[src/rtl/prog_sequencer.sv]
// Test-run sequencer: holds the processor in init, releases it per program, counts run cycles
// until halt, reports one count per program, and aborts the sequence on a hung program.
module prog_sequencer #(
  parameter int unsigned NUM_PROGS    = 3,
  parameter int unsigned START_CYCLES = 2,
  parameter int unsigned CW           = 16,
  parameter int unsigned TIMEOUT      = 16'hFFFF,
  localparam int unsigned PW          = (NUM_PROGS > 1) ? $clog2(NUM_PROGS) : 1
) (
  input  logic          CLK,
  input  logic          reset,
  input  logic          go,
  input  logic          dut_halt,
  output logic          dut_start,
  output logic [PW-1:0] prog_sel,
  output logic          busy,
  output logic          done,
  output logic          timeout,
  output logic          cyc_valid,
  output logic [CW-1:0] cyc_count,
  output logic [PW-1:0] cyc_prog
);

  // state  | meaning
  // IDLE   | waiting for go, processor held in init
  // ASSERT | dut_start held for START_CYCLES cycles
  // RUN    | processor running, counting non-halt cycles
  // REPORT | one-cycle cyc_valid pulse with the count
  // DONE   | sequence finished, processor state preserved
  localparam logic [2:0] S_IDLE   = 3'd0;
  localparam logic [2:0] S_ASSERT = 3'd1;
  localparam logic [2:0] S_RUN    = 3'd2;
  localparam logic [2:0] S_REPORT = 3'd3;
  localparam logic [2:0] S_DONE   = 3'd4;

  localparam int unsigned SW = (START_CYCLES > 1) ? $clog2(START_CYCLES) : 1;
  localparam logic [SW-1:0] ST_LOAD   = SW'(START_CYCLES - 1);
  localparam logic [CW-1:0] TO_LIMIT  = CW'(TIMEOUT);
  localparam logic [PW-1:0] LAST_PROG = PW'(NUM_PROGS - 1);

  logic [2:0]    state;
  logic [SW-1:0] st_cnt;
  logic [CW-1:0] run_cnt;

  always_ff @(posedge CLK or posedge reset) begin
    if (reset) begin
      state     <= S_IDLE;
      prog_sel  <= '0;
      st_cnt    <= '0;
      run_cnt   <= '0;
      timeout   <= 1'b0;
      cyc_count <= '0;
      cyc_prog  <= '0;
    end else begin
      case (state)
        S_IDLE, S_DONE: begin
          if (go) begin
            state    <= S_ASSERT;
            prog_sel <= '0;
            timeout  <= 1'b0;
            st_cnt   <= ST_LOAD;
          end
        end
        S_ASSERT: begin
          if (st_cnt == '0) begin
            state   <= S_RUN;
            run_cnt <= '0;
          end else begin
            st_cnt <= st_cnt - 1'b1;
          end
        end
        S_RUN: begin
          // halt takes priority over the timeout limit in the same cycle
          if (dut_halt) begin
            state     <= S_REPORT;
            cyc_count <= run_cnt;
            cyc_prog  <= prog_sel;
          end else if (run_cnt == TO_LIMIT) begin
            state     <= S_REPORT;
            timeout   <= 1'b1;
            cyc_count <= run_cnt;
            cyc_prog  <= prog_sel;
          end else begin
            run_cnt <= run_cnt + 1'b1;
          end
        end
        S_REPORT: begin
          if (timeout || prog_sel == LAST_PROG) begin
            state <= S_DONE;
          end else begin
            state    <= S_ASSERT;
            prog_sel <= prog_sel + 1'b1;
            st_cnt   <= ST_LOAD;
          end
        end
        default: state <= S_IDLE;
      endcase
    end
  end

  assign dut_start = (state == S_IDLE) || (state == S_ASSERT);
  assign busy      = (state == S_ASSERT) || (state == S_RUN) || (state == S_REPORT);
  assign done      = (state == S_DONE);
  assign cyc_valid = (state == S_REPORT);

endmodule

[config.mk]
export PLATFORM = sky130hd
export DESIGN_NAME = prog_sequencer
export DESIGN_NICKNAME = d
export VERILOG_FILES = /design/src/rtl/prog_sequencer.sv
export SDC_FILE = /design/constraint.sdc
export NUM_CORES = 1
export LEC_CHECK = 0
export ABC_CLOCK_PERIOD_IN_PS = 2650
export CORE_ASPECT_RATIO = 2
export CORE_MARGIN = 8
export CORE_UTILIZATION = 43
export CTS_CLUSTER_DIAMETER = 50
export CTS_CLUSTER_SIZE = 16
export DETAILED_ROUTE_END_ITERATION = 10
export PLACE_DENSITY = 0.66
export SYNTH_ARGS = -nofsm -noshare
export SYNTH_HDL_FRONTEND = slang
export SYNTH_SLANG_ARGS = --single-unit
[constraint.sdc]
create_clock -name CLK -period 2.65 [get_ports CLK]
set_input_delay 0.3975 -clock CLK [delete_from_list [all_inputs] [get_ports CLK]]
set_output_delay 0.3975 -clock CLK [all_outputs]
set_load 0.005 [all_outputs]
==> results.py <==
metrics = {
    "yosys": {
        "synth_warnings": 0,
        "netlist_instances": 189,
        "syn-mean-instance-area_um2": 11.2,
        "ys_types": 56,
        "synth_flop_cell": "dfrtp_1",
        "synth_fp_nets": 195,
        "async_reset_ff_frac": 1.00,
        "synth_edf_count": 0,
        "ys_seq_area_frac": 0.484,
        "netlist_area_mm2": 0.00212,
        "ys_seq_elements": 41,
    },
    "power_and_ir_drop": {
        "fin_total_pwr_mw": 2.05,
        "p_leak_nw": 1.16,
        "p_per_area_mw_per_mm2": 794,
        "irDropWorstVdd_uv": 499,
    },
    "cts": {
        "cts_made_buffers": 5,
        "post_cts_resized": 0,
        "cts_tree": "yes",
        "cts_root_buf": "clkbuf_8",
        "htreeDepth": 2,
        "insertion_delay_ns": 0.30,
        "ctsHoldBuffers": 0,
        "cts_buffer_depth": 2,
        "clk_pin_slew_ns": 0.08,
        "cts_setup_buffers": 0,
        "cts.sinks": 41,
    },
    "floorplan": {
        "dieArea_mm2": 0.00757,
        "core-area_mm2": 0.00482,
        "start_util": 0.440,
        "die_height_um": 115,
        "die_x_um": 65.7,
        "rows": 36,
        "io_pins": 29,
    },
    "min_path": {
        "worstHoldPathType": "flip-flop to flip-flop",
        "worstHoldStart": "cyc_count[10]",
    },
    "cells_and_area": {
        "drive_gt1_frac": 0.179,
        "post-route-util": 0.535,
        "synthToLayoutAreaGrowth_pct": 21.7,
        "n_antenna_cell": 0,
        "stdcell_area_mm2": 0.00258,
        "final_nets": 229,
        "stdcell_count": 280,
        "nFillCells": 451,
    },
    "setup_path": {
        "worstSetupEndpoint": "run_cnt[11]",
        "critPathCaptureType": "flip-flop",
        "r2r_slack_ns": 0.44,
        "cp.arrival_ns": 2.41,
        "r2r-start": "run_cnt[0]",
        "rr_endpoint": "run_cnt[11]",
        "cp-start-kind": "flip-flop",
        "reg2regPathDepth": 5,
        "crit_required_ns": 2.84,
        "path_max_fanout": 5,
        "path_class": "flip-flop to flip-flop",
        "critical_path.startpoint": "run_cnt[0]",
    },
    "sta": {
        "fin_crit_ns": 2.21,
        "setup_viol": 0,
        "post-route-period-util": 0.835,
        "hold_viol_final": 0,
        "rsz0062_at_grt": "false",
        "drv_slew": 0,
        "clock-skew-final_ns": 0.00752,
        "worstMarginPinSlew_ns": 0.824,
        "max_slew_margin": 0.444,
        "setup_tns_ns": 0,
        "max_freq_ghz": 0.452,
    },
    "global_route": {
        "gr-total-overflow": 0,
        "antenna_found_initial": 0,
        "grt_max_degree": 42,
        "grt_pass1_wl_um": 7870,
        "grt_pass1_vias": 1667,
        "grt_use_total": 0.134,
    },
    "placed_design": {
        "dp.cells": 273,
        "dp_hpwl_um": 3460,
        "finalWeightedCongestion": 0.733,
        "io_buffers": 28,
        "placed_area_mm2": 0.00248,
    },
    "outcome": {
        "status": "finished clean",
    },
    "routing": {
        "ant_nets": 0,
        "dr.pass1.iters": 4,
        "drcViolationCount": 0,
        "first_iter_violations": 50,
        "via_count": 1627,
        "wl_per_cell_um": 17.0,
        "routed_wl_um": 4760,
        "viasPerCell": 5.81,
    },
    "flow_run": {
        "drv_cap": 0,
    },
}
-- power by group --
part	switching, mW	internal, mW
sequential	0.143	0.732
combinational	0.316	0.369
clock	0.215	0.274
-- metrics by stage --
step,hold slack (ns),setup slack [ns]
4_1_cts,0.504,0.426
2_1_floorplan,0.475,0.741
6_report,0.494,0.436
5_1_grt,0.520,0.320
3_5_place_dp,0.478,0.373
3_3_place_gp,0.479,0.439
-- synth_stat cells, types with 2 or more instances --
library cell | number | area (um^2)
nand2_1 | 15 | 56.3
mux2i_1 | 2 | 20.0
nand3_1 | 8 | 40.0
ha_1 | 2 | 25.0
o21bai_1 | 2 | 15.0
a211o_1 | 2 | 17.5
and4_1 | 2 | 17.5
buf_6 | 3 | 33.8
nor3b_1 | 2 | 15.0
o22ai_1 | 2 | 12.5
mux2_2 | 17 | 191
clkbuf_1 | 2 | 7.51
nor2_1 | 9 | 33.8
nand2b_1 | 3 | 18.8
o211ai_1 | 5 | 37.5
dfrtp_1 | 41 | 1030
a21oi_1 | 5 | 25.0
a31oi_1 | 5 | 31.3
inv_1 | 8 | 30.0
nand4_1 | 5 | 31.3
and3_1 | 4 | 25.0
o21ai_0 | 2 | 10.0
nor2b_1 | 3 | 18.8
o211a_1 | 2 | 20.0
a221o_1 | 4 | 40.0
nor3_1 | 3 | 15.0
a22o_1 | 2 | 17.5
-- logic make-up (layout without fill, tap and decap cells) --
family,count (synthesis),after routing,synth area share
and+or+nand+nor,68,68,0.199
AOI/OAI and AO/OA,43,43,0.160
adders and majority gates,2,2,0.0118
buffers and inverters,14,48,0.0360
xor gates and xnor gates,1,1,0.00413
muxes,20,20,0.105
DFF,41,41,0.484
-- critical path: stages (launching register included) --
cell and delay (ns):
dfrtp_1 0.41, ha_1 0.31, nand4_4 0.17, o41ai_1 0.82, nor4_1 0.10, a211o_1 0.29
-- per-layer routing --
metal,part of all wire,GRT usage
met2,0.55,0.241
met1,0.39,0.134
met5,0,0
met3,0.045,0.0361
met4,0.021,0.0674
-- how the worst min path moves through the flow --
stage	to	slack (ns)	cells after the start
2_1_floorplan	run_cnt[0]	0.47	1
3_3_place_gp	cyc_count[10]	0.48	1
3_5_place_dp	cyc_count[10]	0.48	1
4_1_cts	cyc_count[10]	0.50	1
5_1_grt	cyc_count[10]	0.52	1
6_report	cyc_count[10]	0.49	1
-- cell type report --
| type | instances | area (um^2) | share of cell area |
|---|---|---|---|
| clock buffers | 5 | 68.8 | 0.0267 |
| clock inverters | 2 | 35.0 | 0.0136 |
| inverters | 8 | 30.0 | 0.0116 |
| multi-input cells | 134 | 1020 | 0.395 |
| flip-flops and latches | 41 | 1030 | 0.398 |
| well taps | 57 | 71.3 | 0.0276 |
| repair buffers | 33 | 330 | 0.128 |
-- sequential cells by signal (all words and copies together) (netlist names) --
| name | cells |
|---|---|
| cyc_count | 16 |
| cyc_prog | 2 |
| prog_sel | 2 |
| run_cnt | 16 |
| st_cnt | 1 |
| state | 3 |
| timeout | 1 |
-- cells in the final DEF (no fill, tap or decap), types with 8 or more instances in the layout --
cell type | netlist | routed
dfrtp_1 | 41 | 41
clkdlybuf4s50_1 | 0 | 28
mux2_2 | 17 | 17
nand2_1 | 15 | 15
nor2_1 | 9 | 9
inv_1 | 8 | 8
nand3_1 | 8 | 8
Power figures use the tool's default switching activity.
